==> src/rtl/l2_line_merge_ctrl_pkg.sv <==
// Shared line/word types, hsize encodings and merge-controller FSM states.
package l2_line_merge_ctrl_pkg;

  localparam int BITS_PER_WORD    = 64;
  localparam int WORDS_PER_LINE   = 2;
  localparam int WORD_OFFSET_BITS = 1;
  localparam int BYTE_OFFSET_BITS = 3;

  typedef logic [BITS_PER_WORD-1:0]                line_word_unused_t;
  typedef logic [BITS_PER_WORD-1:0]                word_t;
  typedef logic [WORDS_PER_LINE*BITS_PER_WORD-1:0] line_t;
  typedef logic [WORD_OFFSET_BITS-1:0]             word_offset_t;
  typedef logic [BYTE_OFFSET_BITS-1:0]             byte_offset_t;
  typedef logic [2:0]                              hsize_t;

  localparam hsize_t BYTE     = 3'b000;
  localparam hsize_t HALFWORD = 3'b001;
  localparam hsize_t WORD_32  = 3'b010;
  localparam hsize_t WORD_64  = 3'b011;

  typedef enum logic [1:0] {
    IDLE  = 2'd0,
    MERGE = 2'd1,
    FLUSH = 2'd2
  } merge_state_t;

endpackage

==> src/rtl/l2_write_word.sv <==
// Combinational byte-lane merge of one word into a cache line.
module l2_write_word
  import l2_line_merge_ctrl_pkg::*;
(
  input  line_t        line_i,
  input  word_t        word_i,
  input  word_offset_t w_off_i,
  input  byte_offset_t b_off_i,
  input  hsize_t       hsize_i,
  output line_t        line_o
);

  word_t      mask;
  word_t      mask_sh;
  word_t      data_sh;
  word_t      old_w;
  logic [5:0] shamt;

  always_comb begin
    case (hsize_i)
      BYTE:     mask = word_t'(8'hFF);
      HALFWORD: mask = word_t'(16'hFFFF);
      WORD_32:  mask = word_t'(32'hFFFF_FFFF);
      default:  mask = '1;
    endcase
    // Source data sits in the low bits of the word; it is moved up to its byte lane.
    shamt   = {b_off_i, 3'b000};
    mask_sh = mask << shamt;
    data_sh = word_i << shamt;
    old_w   = line_i[w_off_i*BITS_PER_WORD +: BITS_PER_WORD];
    line_o  = line_i;
    line_o[w_off_i*BITS_PER_WORD +: BITS_PER_WORD] = (old_w & ~mask_sh) | (data_sh & mask_sh);
  end

endmodule

==> src/rtl/l2_line_merge_ctrl.sv <==
// Loads a base line, merges arbitrated partial writes from two requesters, emits on flush.
module l2_line_merge_ctrl
  import l2_line_merge_ctrl_pkg::*;
(
  input  logic                      clk,
  input  logic                      rst,
  input  logic                      load_valid,
  output logic                      load_ready,
  input  line_t                     load_line,
  input  logic [1:0]                wr_valid,
  output logic [1:0]                wr_ready,
  input  word_t [1:0]               wr_word,
  input  word_offset_t [1:0]        wr_w_off,
  input  byte_offset_t [1:0]        wr_b_off,
  input  hsize_t [1:0]              wr_hsize,
  input  logic                      flush_req,
  output logic                      out_valid,
  input  logic                      out_ready,
  output line_t                     out_line,
  output logic [WORDS_PER_LINE-1:0] out_dirty,
  output logic                      busy,
  output logic [7:0]                wr_cnt
);

  merge_state_t              state_q, state_d;
  line_t                     line_q, line_d;
  logic [WORDS_PER_LINE-1:0] dirty_q, dirty_d;
  logic [7:0]                cnt_q, cnt_d;
  logic                      ptr_q, ptr_d;
  logic                      gnt;
  logic                      accept;
  line_t                     merged;

  // Round-robin: pointer side wins a tie, a lone requester always wins.
  always_comb begin
    gnt = ptr_q;
    if (wr_valid == 2'b01)      gnt = 1'b0;
    else if (wr_valid == 2'b10) gnt = 1'b1;
    accept   = (state_q == MERGE) && (|wr_valid);
    wr_ready = accept ? (2'b01 << gnt) : 2'b00;
  end

  l2_write_word u_write_word (
    .line_i  (line_q),
    .word_i  (wr_word[gnt]),
    .w_off_i (wr_w_off[gnt]),
    .b_off_i (wr_b_off[gnt]),
    .hsize_i (wr_hsize[gnt]),
    .line_o  (merged)
  );

  always_comb begin
    state_d    = state_q;
    line_d     = line_q;
    dirty_d    = dirty_q;
    cnt_d      = cnt_q;
    ptr_d      = ptr_q;
    load_ready = 1'b0;
    out_valid  = 1'b0;
    case (state_q)
      IDLE: begin
        load_ready = 1'b1;
        if (load_valid) begin
          line_d  = load_line;
          dirty_d = '0;
          cnt_d   = '0;
          state_d = MERGE;
        end
      end
      MERGE: begin
        if (accept) begin
          line_d                 = merged;
          dirty_d[wr_w_off[gnt]] = 1'b1;
          cnt_d                  = (cnt_q == 8'hFF) ? cnt_q : cnt_q + 8'd1;
          ptr_d                  = ~gnt;
        end
        if (flush_req) state_d = FLUSH;
      end
      FLUSH: begin
        out_valid = 1'b1;
        if (out_ready) state_d = IDLE;
      end
      default: state_d = IDLE;
    endcase
  end

  always_ff @(posedge clk or negedge rst) begin
    if (!rst) begin
      state_q <= IDLE;
      line_q  <= '0;
      dirty_q <= '0;
      cnt_q   <= '0;
      ptr_q   <= 1'b0;
    end else begin
      state_q <= state_d;
      line_q  <= line_d;
      dirty_q <= dirty_d;
      cnt_q   <= cnt_d;
      ptr_q   <= ptr_d;
    end
  end

  assign out_line  = line_q;
  assign out_dirty = dirty_q;
  assign wr_cnt    = cnt_q;
  assign busy      = (state_q != IDLE);

endmodule
==> config.mk <==
export PLATFORM = sky130hd
export DESIGN_NAME = l2_line_merge_ctrl
export DESIGN_NICKNAME = d
export VERILOG_FILES = /design/src/rtl/l2_line_merge_ctrl_pkg.sv /design/src/rtl/l2_write_word.sv /design/src/rtl/l2_line_merge_ctrl.sv
export SDC_FILE = /design/constraint.sdc
export NUM_CORES = 1
export LEC_CHECK = 0
export CAP_MARGIN = 20
export CORE_AREA = 2 2 162 164
export CTS_CLUSTER_SIZE = 12
export DETAILED_ROUTE_END_ITERATION = 10
export DIE_AREA = 0 0 164 166
export PLACE_DENSITY = 0.77
export SETUP_SLACK_MARGIN = 0.05
export SKIP_CTS_REPAIR_TIMING = 1
export SYNTH_ARGS = -nofsm -noshare
export SYNTH_HDL_FRONTEND = slang
export SYNTH_HIERARCHICAL = 1
export SYNTH_SLANG_ARGS = --single-unit
==> constraint.sdc <==
create_clock -name clk -period 3.15 [get_ports clk]
set_input_delay 0.7875 -clock clk [delete_from_list [all_inputs] [get_ports clk]]
set_output_delay 0.7875 -clock clk [all_outputs]
set_load 0.005 [all_outputs]
==> results of run 1 <==
-- final cells by class --
cell class / instances / area share [%]
Timing Repair Buffer: 553 / 32.7
Antenna cell: 2 / 0.0299
Multi-Input combinational cell: 1052 / 39.7
Clock buffer: 19 / 2.65
Tap cell: 335 / 2.50
Sequential cell: 141 / 21.1
Inverter: 14 / 0.314
Clock inverter: 13 / 1.07
-- how the worst min path moves through the flow --
stage,to,slack [ps]
2_1_floorplan,out_dirty[1]$_DFFE_PN0P_,470
3_3_place_gp,out_dirty[0]$_DFFE_PN0P_,490
3_5_place_dp,out_dirty[0]$_DFFE_PN0P_,490
4_1_cts,out_line[59]$_DFFE_PN0P_,370
5_1_grt,out_line[64]$_DFFE_PN0P_,390
6_report,out_line[64]$_DFFE_PN0P_,360
-- power by group --
part | switching (uW) | internal, uW
Combinational | 4660 | 4780
Sequential | 824 | 2740
Clock | 882 | 1290
-- kinds of logic after synthesis --
logic type / count (synthesis)
adders and majority gates: 1
and+or+nand+nor: 558
DFF: 141
AOI/OAI and AO/OA: 292
buffers and inverters: 120
muxes: 201
-- routing by layer --
metal	global-route usage, %	wire (um)	part of all wire (%)
met5	0	0	0
met4	12.7	1890	4.2
met3	5.84	3600	8.1
met2	53.8	21200	48
met1	40.8	17800	40
-- cell usage after synthesis, drive strengths merged (2+ instances only) --
cell type  instances  area (um^2)
nand3              4         20.0
nor2             180          681
buf               76          388
dfrtp            141         3530
mux2i             35          350
o21ai             59          299
a221oi             8         70.1
nor3               2         21.3
nand4b             2         17.5
o2bb2ai            8         70.1
o21a               2         15.0
inv               14         52.6
o31ai              5         42.5
or4                2         15.0
and2               2         12.5
a22o              10         87.6
o22ai              8         50.1
nor4b              2         17.5
a211oi             2         32.5
mux2             150         1690
nand2            334         1250
mux4              16          360
a2111oi            3         45.1
nor4               3         48.8
and4               2         17.5
nor2b              4         25.0
a31oi            138          863
or2               10         62.6
a211o              2         17.5
and3               3         18.8
clkbuf            30          114
a21oi             36          180
nand2b             6         37.5
-- cell usage in the layout, fill, tap and decap left out, drive strengths merged, types with 35 or more instances in the layout --
cell	Yosys	layout
o21ai	59	59
mux2	150	150
a31oi	138	138
dfrtp	141	141
nand2	334	334
mux2i	35	35
a21oi	36	36
nor2	180	180
clkdlybuf4s50	0	416
buf	76	135
-- flip-flops by register name, indices dropped and copies added (netlist names) --
register and count:
out_line 128, wr_cnt 8, out_dirty 2, ptr_q 1, state_q 2
-- worst register-to-register path, delay by kind of cell, from the launching register on --
| family | cells | cell delay, ps |
|---|---|---|
| flops | 1 | 390 |
| buf+inv | 4 | 720 |
| simple gates | 3 | 270 |
| mux | 2 | 660 |
| compound gates | 4 | 640 |
-- metrics by stage --
step | worst slack [ps] | TNS, ps | cell area [um^2] | utilization (%)
after global placement | -669 | -51740 | 16100 | 62.7
after floorplan | 46.6 | 0 | 10700 | -
after global routing | 62.9 | 0 | 16700 | 65.3
after CTS | -298 | -6580 | 16700 | 65.1
final | 185 | 0 | 16700 | 65.3
after detailed placement | -748 | -60160 | 16100 | 62.7
==> results.yml, run 1 <==
timing:
  tightest_slew_ps: 718
  hold_fails_final_rpt: 0
  period_needed_ps: 2960
  setup_repair_after_global_routing_missed_its_margin: "false"
  fin_hold_ws_ps: 361
  highest_clock_rate_mhz: 337
  setup-violations-final: 0
  final.period_utilization_pct: 94.1
  skew_ps: 9.91
  relSlewSlack_pct: 52.1
  final_max_slew_violation_count: 0
cts:
  cts-buffers-inserted: 17
  cts.clk_slew.worst_paths_ps: 70
  clock-root-buffer: "clkbuf_16"
  tritoncts: "done"
  htree_levels: 4
  clock_tree_buf_depth: 2
  clock_sink_count: 141
  insertion_delay_ps: 430
critical_path:
  crit_path_start_kind: "primary input"
  category_of_the_worst_setup_path_capture_point: "output pin"
  reg2reg_setup_slack_ps: 340
  cp_top_family: "buffers and inverters"
  critPathRequiredTime_ps: 2360
  cpMaxStageDelayCell: "clkdlybuf4s50_1"
  ff2ff_path_depth: 13
  crit_path_max_incr_delay_ps: 500
  cp.buffers_inverters: 4
  end_of_the_worst_register_to_register_path: "out_line[109]$_DFFE_PN0P_"
  crit_end: "wr_ready[1]"
  timing_worst_setup_path_type: "primary input to output pin"
  worstSetupPathDepth: 7
  crit_path_cell_trace: "dlymetal6s2s_1 > nor2_1 > o21ai_4 > buf_4 > buf_4 > and2_1 > clkdlybuf4s50_1"
  cp_max_fo: 7
  startpoint_of_the_lowest_slack_register_to_register_path: "ptr_q$_DFFE_PN0P_"
  worst_ep_arrival_time_ps: 2180
  critPathLaunch: "wr_valid[1]"
  critPathMostFrequentCell: "buf_4"
route:
  detail_route.vias_per_cell: 5.62
  route.detailed.wl_per_inst_um: 20.9
  post-route-drc-count: 0
  detail-route-antenna-nets: 0
  drt_iter0_drcs: 1075
  drt_pass1_iterations: 7
  route.final.wire_length_um: 44600
  detailroute.via_count: 12000
global_route:
  grt_pass1_wl_um: 67100
  first_global_vias: 11600
  grt_antenna_before_repair: 2
  grt_overflow_total: 0
  grt_max_degree: 135
  grt_util_all_layers_pct: 32.1
logic_synthesis:
  synth_compound_gate_area_share_pct: 17.7
  ys_async_sr_fraction_pct: 100
  synthFlopType: "dfrtp_1"
  synthesis.area_per_instance_um2: 8.11
  mappedNetlistArea_um2: 10600
  multiplexer_area_fraction_after_synthesis_pct: 22.5
  number_of_enable_type_register_cells_in_the_synthesized_netlist: 0
  ys_seq_area_share_pct: 33.1
  unique_masters_post_synth: 59
  yosys_register_bits: 141
  post_synth_xor_area_fraction_pct: 0
  syn_nets: 1591
  synth_simple_gate_area_share_pct: 21.3
  yosysWarnings: 6
  synthesis.instances: 1313
  synth_top_family_by_area: "multiplexers"
  synth-adder-area-share_pct: 0.118
floorplan:
  std_cell_rows: 59
  die_y_um: 166
  initial_core_util_pct: 41.6
  core_region_area_um2: 25600
  die_area_um2: 27200
  floorplan.io_pins: 420
  die_width_um: 164
final_layout:
  fillerInstances: 2074
  final_cell_count_no_fill: 2129
  drive_above_1_share_pct: 20.6
  final_net_count: 2057
  final-seq-area_um2: 3530
  syn_to_final_growth_pct: 57.2
  multiInputGateArea_um2: 6640
place:
  dpl.hpwl_um: 34300
  post-place-cells: 2095
  globalplace.congestion: 0.995
  io_buffers: 419
pwr:
  power_uw: 15200
  p_leak_uw: 0.00696
  power.ir.vdd_worst_uv: 459
  power-per-cell-area_nw_per_um2: 907
min_path:
  hold_class: "primary input to async pin"
run:
  cap_viol_max_count: 0
outcome:
  outcome: "complete, no violations"
Power figures use the tool's default switching activity.
==> run 2, diff against run 1 <==
MAX_ROUTING_LAYER = met4   (was default)
==> run 2 against run 1 <==
Net effect:
- via count rose by 0.80%
- die area did not move
- register-to-register slack barely moved
- cell area rose by 0.24%
- sequential cell count did not move
- hold slack got worse by 130 ps
- worst setup slack improved by 29 ps
- maximum frequency rose by 0.98%
- sequential power barely moved
- clock skew fell by 1.4 ps
- clock power fell by 4%
- critical path depth did not move
- largest cell class unchanged
==> results.yml, run 2 (same netlist as run 1, synthesis figures left out) <==
outcome:
  outcome: "complete, no violations"
critical_path:
  timing_worst_setup_path_type: "primary input to output pin"
  critPathRequiredTime_ps: 2360
  worst_ep_arrival_time_ps: 2150
  reg2reg_setup_slack_ps: 350
  category_of_the_worst_setup_path_capture_point: "output pin"
  crit_path_start_kind: "primary input"
  crit_path_max_incr_delay_ps: 500
  end_of_the_worst_register_to_register_path: "out_line[104]$_DFFE_PN0P_"
  crit_path_cell_trace: "dlymetal6s2s_1 > nor2_1 > o21ai_4 > buf_6 > buf_4 > and2_1 > clkdlybuf4s50_1"
  cpMaxStageDelayCell: "clkdlybuf4s50_1"
  cp_max_fo: 7
  startpoint_of_the_lowest_slack_register_to_register_path: "ptr_q$_DFFE_PN0P_"
  ff2ff_path_depth: 13
timing:
  hold_fails_final_rpt: 0
  highest_clock_rate_mhz: 341
  period_needed_ps: 2940
  skew_ps: 8.50
  setup-violations-final: 0
  tightest_slew_ps: 715
  totalNegativeSetupSlack_ps: 0
  setup_repair_after_global_routing_missed_its_margin: "false"
  relSlewSlack_pct: 52.3
  final_max_slew_violation_count: 0
  finalWorstSetupSlack_ps: 214
  final.period_utilization_pct: 93.2
floorplan:
  die_y_um: 166
  core_region_area_um2: 25600
  floorplan.io_pins: 420
  std_cell_rows: 59
  die_area_um2: 27200
  die_width_um: 164
  initial_core_util_pct: 41.6
place:
  dpl.hpwl_um: 34500
  globalplace.congestion: 0.982
  pre_cts_slack_ps: -777
  io_buffers: 419
  post-place-cells: 2096
route:
  detailroute.via_count: 12100
  top_signal_layer_used: "met4"
  m1WireLength_um: 17900
  routed-wl-met3_um: 3540
  wl_met2_um: 21700
  route.detailed.wl_per_inst_um: 21.1
  detail-route-antenna-nets: 0
  route.final.wire_length_um: 44900
  drt_iter0_drcs: 1140
  post-route-drc-count: 0
  detail_route.vias_per_cell: 5.65
  drt_pass1_iterations: 7
global_route:
  grt_overflow_total: 0
  grt_pass1_wl_um: 67600
  grt_util_all_layers_pct: 33.2
  grt_antenna_before_repair: 6
  grt_max_degree: 135
  first_global_vias: 11700
cts:
  insertion_delay_ps: 420
  cts-buffers-inserted: 17
  htree_levels: 4
  cts.clk_slew.worst_paths_ps: 70
  clock_sink_count: 141
  tritoncts: "done"
  clock-root-buffer: "clkbuf_16"
  clock_tree_buf_depth: 2
final_layout:
  syn_to_final_growth_pct: 57.6
  largest_register_ffs: 128
  layout_commonest_cell: "clkdlybuf4s50_1"
  final_net_count: 2058
  layout.cells.most_common_list: "clkdlybuf4s50_1, nand2_1, nor2_1, mux2_2, dfrtp_1"
  drive_above_1_share_pct: 21.0
  final_cell_count_no_fill: 2134
pwr:
  power.ir.vdd_worst_uv: 470
  p_leak_uw: 0.00695
  power_uw: 15200
  power-per-cell-area_nw_per_um2: 906
run:
  cap_viol_max_count: 0
min_path:
  hold_class: "primary input to async pin"
-- run 2: changes by cell type in the layout (fill, tap and decap cells not counted), sizes merged --
cell	before	now
clkinv	2	4
bufinv	3	2
diode	2	6
clkinvlp	3	2
buf	135	136
-- run 2: stage by stage --
step | cell area [um^2] | util, % | hold WS [ps]
after CTS | 16600 | 65.0 | 238
after global placement | 16100 | 62.7 | 487
after detailed placement | 16100 | 62.7 | 490
final | 16800 | 65.5 | 234
after global routing | 16800 | 65.5 | 245
after floorplan | 10700 | - | 473
-- run 2: critical path: cells and delay by family --
family,cells,cell delay [ps]
AND/OR/NAND/NOR,2,220
AO/OA/AOI/OAI,1,220
buffers and inverters,4,910
-- run 2: metal layers --
| metal | global-route usage [%] | up-vias |
|---|---|---|
| met5 | - | - |
| met4 | 13.8 | 0 |
| met3 | 5.39 | 96 |
| met2 | 52.9 | 625 |
| met1 | 41.7 | 5761 |
| li1 | - | 5572 |
-- run 2: area by class of cell --
type / count / area [um^2]
Timing Repair Buffer: 554 / 5470
Inverter: 14 / 52.6
Clock inverter: 13 / 156
Fill cell: 2091 / 8840
Sequential cell: 141 / 3530
Clock buffer: 19 / 433
Tap cell: 335 / 419
Multi-Input combinational cell: 1052 / 6700
Antenna cell: 6 / 15.0
-- run 2: how the worst max path moves through the flow --
stage | endpoint | from | slack (ps)
2_1_floorplan | out_line[71]$_DFFE_PN0P_ | wr_valid[1] | 50
3_3_place_gp | out_line[109]$_DFFE_PN0P_ | wr_valid[1] | -730
3_5_place_dp | out_line[45]$_DFFE_PN0P_ | wr_valid[1] | -780
4_1_cts | out_line[45]$_DFFE_PN0P_ | wr_valid[1] | -340
5_1_grt | out_line[105]$_DFFE_PN0P_ | wr_valid[1] | 70
6_report | wr_ready[1] | wr_valid[1] | 210
-- run 2: power breakdown --
group | internal, uW | leakage (uW) | switching (uW)
logic | 4830 | 0.00506 | 4710
registers | 2740 | 0.00161 | 831
clock network | 1190 | 0.000281 | 892
total | 8760 | 0.00695 | 6430
